### src/rtl/hc595_sipo_latch.sv
// rtl/hc595_sipo_latch.sv - serial-in parallel-out shift register with storage latch and output enable
// Shift register fills MSB-first on srclk; rclk copies it into the storage register driving Q.
module hc595_sipo_latch #(
    parameter int WIDTH = 8
) (
    input  logic             srclk,
    input  logic             srclr_n,
    input  logic             ser,
    input  logic             rclk,
    input  logic             oe_n,
    output logic [WIDTH-1:0] Q
);

    logic [WIDTH-1:0] sr;
    logic [WIDTH-1:0] st;
    logic [WIDTH-1:0] sr_d;
    logic [WIDTH-1:0] st_d;

    // The latch samples sr before this edge's shift, so a same-edge strobe sees the completed byte.
    always_comb begin
        sr_d = {sr[WIDTH-2:0], ser};
        st_d = rclk ? sr : st;
    end

    always_ff @(posedge srclk or negedge srclr_n) begin
        if (!srclr_n) begin
            sr <= '0;
            st <= '0;
        end else begin
            sr <= sr_d;
            st <= st_d;
        end
    end

    assign Q = oe_n ? '0 : st;

endmodule

### config.mk
export PLATFORM = sky130hd
export DESIGN_NAME = hc595_sipo_latch
export DESIGN_NICKNAME = d
export VERILOG_FILES = /design/src/rtl/hc595_sipo_latch.sv
export SDC_FILE = /design/constraint.sdc
export NUM_CORES = 1
export LEC_CHECK = 0
export ABC_AREA = 1
export ABC_CLOCK_PERIOD_IN_PS = 800
export CAP_MARGIN = 25
export CORE_AREA = 2 2 44 46
export CTS_CLUSTER_SIZE = 12
export DETAILED_ROUTE_END_ITERATION = 10
export DIE_AREA = 0 0 46 48
export SLEW_MARGIN = 40
export SYNTH_ARGS = -nofsm -noshare
export SYNTH_HDL_FRONTEND = slang
export SYNTH_SLANG_ARGS = --single-unit
### constraint.sdc
create_clock -name srclk -period 0.8 [get_ports srclk]
set_input_delay 0.12 -clock srclk [delete_from_list [all_inputs] [get_ports srclk]]
set_output_delay 0.12 -clock srclk [all_outputs]
set_load 0.01 [all_outputs]
After elaboration in Yosys (flattened, before gate mapping)
Cells that the tools add are included.
{ "word_totals": {"wordCells": 3, "inputBits": 5, "ff_bits": 16, "out_inout_bits": 8} }
{ "op_classes": {"mux": 1} }
{ "op_table": {"columns": ["op", "count"], "rows": [
  ["$mux W8", 1]
]} }

Longest topological paths before layout
Gate-level depths: netlist (run 1).
{ "depth": {"ltp_word": 1, "ltp_mapped": 4, "ltp_nobuf": 3} }

Worst setup path after synthesis (run 1)
Ideal clock, no wire load.
{ "synth_path": {"kind": "register to output", "startpoint": "reg st[0]", "endpoint": "out Q[0]", "path_buffers": 0, "t_arrival_ns": 0.512, "setup_slack_ns": 0.168, "required_time_ns": 0.680, "path_stages_with_launch": 3, "cell_sequence": "dfrtp_1 inv_1 nor2_1"} }
{ "synth_between": {"elab_chain_len": 1} }
{ "synth_rtl": {"columns": ["item", "line", "source"], "rows": [
  ["start: declaration", "15", "logic [WIDTH-1:0] st;"],
  ["start signal: assignment", "31", "st <= st_d;"],
  ["$mux W8", "35", "assign Q = oe_n ? '0 : st;"],
  ["end: declaration", "11", "output logic [WIDTH-1:0] Q"]
]} }
Every way passes these cells.

Worst setup path in the final report (run 1)
{ "layout_path": {"startpoint": "reg st[5]", "endpoint": "out Q[5]"} }
The elaborated chain is that of the path after synthesis.

==> reports/summary.json, run 1 <==
{
  "logic_synthesis": {
    "synth-xor-area-share_pct": 0,
    "synth_top_area_share_pct": 69.3,
    "ys.warnings.count": 0,
    "yosys.area_share.adder_pct": 0,
    "synthMuxAreaShare_pct": 0,
    "synthMostInstantiatedCell": "sky130_fd_sc_hd__nand2_1",
    "asyncSetResetFlopFracSynth_pct": 100,
    "register_area_share_after_synthesis_pct": 69.3,
    "synth_simple_gate_area_share_pct": 20.8,
    "combinational_family_with_the_most_area_after_synthesis": "simple AND/OR/NAND/NOR gates",
    "synth_seq_cells": 16,
    "synthCells": 59,
    "synth_area_leader_cell": "sky130_fd_sc_hd__dfrtp_1",
    "post_synth_instance_area_um2": 578,
    "post_synthesis_compound_gate_area_fraction_pct": 0,
    "synth_common_cells": "24 x sky130_fd_sc_hd__nand2_1, 16 x sky130_fd_sc_hd__dfrtp_1, 8 x sky130_fd_sc_hd__inv_1, 8 x sky130_fd_sc_hd__nor2_1",
    "synth.area.top_cells": "sky130_fd_sc_hd__dfrtp_1 69%, sky130_fd_sc_hd__nand2_1 16%, sky130_fd_sc_hd__inv_1 5.2%",
    "synth_enable_flop_cells": 0,
    "synth.distinct_cells": 7,
    "synth-main-ff-cell": "sky130_fd_sc_hd__dfrtp_1",
    "synthesis.nets": 64,
    "postSynthAreaPerCell_um2": 9.80
  },
  "worst_setup_path": {
    "master_of_the_slowest_instance_on_the_critical_path": "sky130_fd_sc_hd__dfrtp_1",
    "crit_end": "Q[5]",
    "timing.reg2reg.setup_slack_ns": -0.03,
    "critical_path_sink_type": "output pin",
    "rr_endpoint": "st[7]",
    "cp.buffers_inverters": 2,
    "crit_path_cell_trace": "inv_2, nor2_2, buf_2",
    "critical_path.top_delay_family": "flip-flops",
    "crit_path_max_incr_delay_ns": 0.40,
    "crit_required_ns": 0.68,
    "worst-endpoint-arrival_ns": 0.90,
    "regToRegStartpoint": "st[7]",
    "timing.critical_path.from": "st[5]",
    "timing.reg2reg.worst_path_depth": 4,
    "path_depth": 3,
    "crit_fanout": 2,
    "critPathLaunchType": "register",
    "setup.worst_path.class": "register to output pin"
  },
  "routing": {
    "drt_wl_total_um": 1010,
    "route.detailed.wl_per_inst_um": 10.2,
    "post-route-drc-count": 0,
    "drt_iter0_drc": 7,
    "first_pass_iters": 4,
    "routed_via_count_divided_by_cell_count": 4.25,
    "antenna_left": 0,
    "dr_total_vias": 421
  },
  "clock_tree": {
    "htreeDepth": 1,
    "worst_skew_pair.late_latency_ns": 0.28,
    "worst_setup_hold_path_clk_slew_ns": 0.09,
    "root_buffer": "sky130_fd_sc_hd__clkbuf_4",
    "cts_buffers": 3,
    "ctsHoldBuffers": 0,
    "cts.path.max_buffers": 2,
    "cts.sinks": 16,
    "tritoncts": "done"
  },
  "status": {
    "outcome": "finished with violations",
    "failing_checks": "setup timing"
  },
  "pwr": {
    "power.total_uw": 1630,
    "total_leakage_power_uw": 0.000447,
    "worst_ir_drop_vdd_mv": 1.16,
    "pwr_per_cell_area_nw_per_um2": 2060
  },
  "floorplanning": {
    "initial_core_utilization_pct": 34.2,
    "floorplan.die.height_um": 48,
    "ioPinCount": 13,
    "die-width_um": 46,
    "die_area_um2": 2210,
    "coreArea_um2": 1690,
    "placementRows": 15
  },
  "cells_and_area": {
    "fin_nets": 88,
    "sequential_cell_area_um2": 400,
    "filler_cell_count": 168,
    "stdcell_count": 99,
    "drive_gt1_share_pct": 29.3,
    "n_antenna_cell": 0,
    "multiInputGateArea_um2": 123,
    "synthesis_to_finish_area_growth_pct": 37.2
  },
  "worst_hold_path": {
    "hp-class": "input pin to async pin"
  },
  "grt": {
    "number_of_global_route_vias_before_repair": 345,
    "first_pass_grt_wire_length_um": 1600,
    "total_global_routing_track_utilization_pct": 10.8,
    "grt-ovfl-total": 0,
    "antenna_violations_before_repair": 0,
    "largest_net_degree_at_the_start_of_global_routing": 17
  },
  "sta": {
    "setup_repair_after_global_routing_missed_its_margin": "yes",
    "fin_crit_sh_pct": 128,
    "max-slew-margin-rel_pct": 80.2,
    "setup_ws_ns": -0.222,
    "timing.final.setup_violations": 9,
    "timing.final.hold_violations": 0,
    "slew_at_the_pin_closest_to_its_max_slew_limit_ns": 0.296,
    "period_needed_ns": 1.02,
    "maxSlewViolCount": 0,
    "max_clock_freq_mhz": 979,
    "clock-skew-final_ns": 0.00548
  },
  "placement": {
    "cell_count_post_placement": 88,
    "dpl_worst_slack_ns": -0.732,
    "hpwlAfterDp_um": 635,
    "place_congestion": 0.683,
    "port_buffers": 12
  },
  "run": {
    "maxCapViolations": 0
  }
}
how the worst min path moves through the flow:
stage                       end  slack, ns
after global placement    sr[1]       0.36
after detailed placement  sr[2]       0.36
final                     st[7]       0.16
after global routing      sr[6]       0.14
after CTS                 st[7]       0.15
after floorplan           sr[0]      -0.18
cells in the final DEF (no fill, tap or decap), drive strengths merged:
cell           count
buf               17
clkbuf             4
clkdlybuf4s50      3
dfrtp             16
dlygate4sd2        1
inv                9
nand2             24
nor2               8
logic make-up (layout without fill, tap and decap cells):
family | count (synthesis) | after routing
buffers and inverters | 11 | 34
and+or+nand+nor | 32 | 32
DFF | 16 | 16
worst reg2reg max path, stage by stage (launching register included):
cell and delay [ns]:
sky130_fd_sc_hd__dfrtp_1 0.39, sky130_fd_sc_hd__buf_4 0.13, sky130_fd_sc_hd__buf_4 0.12, sky130_fd_sc_hd__nand2_1 0.05, sky130_fd_sc_hd__nand2_1 0.04
registers in the layout, indices dropped and copies added (netlist names):
signal,cells
sr,8
st,8
metrics by stage:
| step | TNS [ns] | cell area [um^2] | util (%) | hold WS [ns] |
|---|---|---|---|---|
| after floorplan | 0 | 578 | - | -0.176 |
| after global placement | -7.21 | 743 | 44.0 | 0.357 |
| after detailed placement | -7.30 | 743 | 44.0 | 0.363 |
| after CTS | -1.88 | 753 | 44.6 | 0.146 |
| after global routing | -2.34 | 793 | 47.0 | 0.140 |
| final | -1.74 | 793 | 47.0 | 0.157 |
area by class of cell:
class	instances	area share [%]
clock buffers	4	4.57
inverters	9	5.21
multi-input cells	32	15.5
flip-flops and latches	16	50.5
well taps	17	2.68
repair buffers	21	21.6
layer usage:
layer	global-route usage [%]	routed length [um]	vias up
met5	0	0	-
met4	3.43	6	0
met2	15.8	443	15
met1	13.2	479	192
li1	-	-	212
met3	6.79	77	2
repair_timing:
action / in CTS / in global routing
endpoints found under the setup margin: 8 / 8
setup buffers: 2 / 5
gates resized for setup: 33 / 2
endpoints found under the hold margin: 0 / 0
power breakdown:
part,total [uW],internal [uW],switching [uW]
combinational,224,118,106
clock,514,277,238
sequential,893,864,29.0
total,1630,1260,373
Power figures use the tool's default switching activity.
==> run 2: changes to the inputs <==
--- a/config.mk
+++ b/config.mk
@@ -7,11 +7,11 @@
 export LEC_CHECK = 0
 export ABC_AREA = 1
 export ABC_CLOCK_PERIOD_IN_PS = 800
-export CAP_MARGIN = 25
 export CORE_AREA = 2 2 44 46
 export CTS_CLUSTER_SIZE = 12
 export DETAILED_ROUTE_END_ITERATION = 10
 export DIE_AREA = 0 0 46 48
+export SKIP_LAST_GASP = 1
 export SLEW_MARGIN = 40
 export SYNTH_ARGS = -nofsm -noshare
 export SYNTH_HDL_FRONTEND = slang
==> results of run 2 <==
Final layout, timing and power as in run 1 (identical DEF).
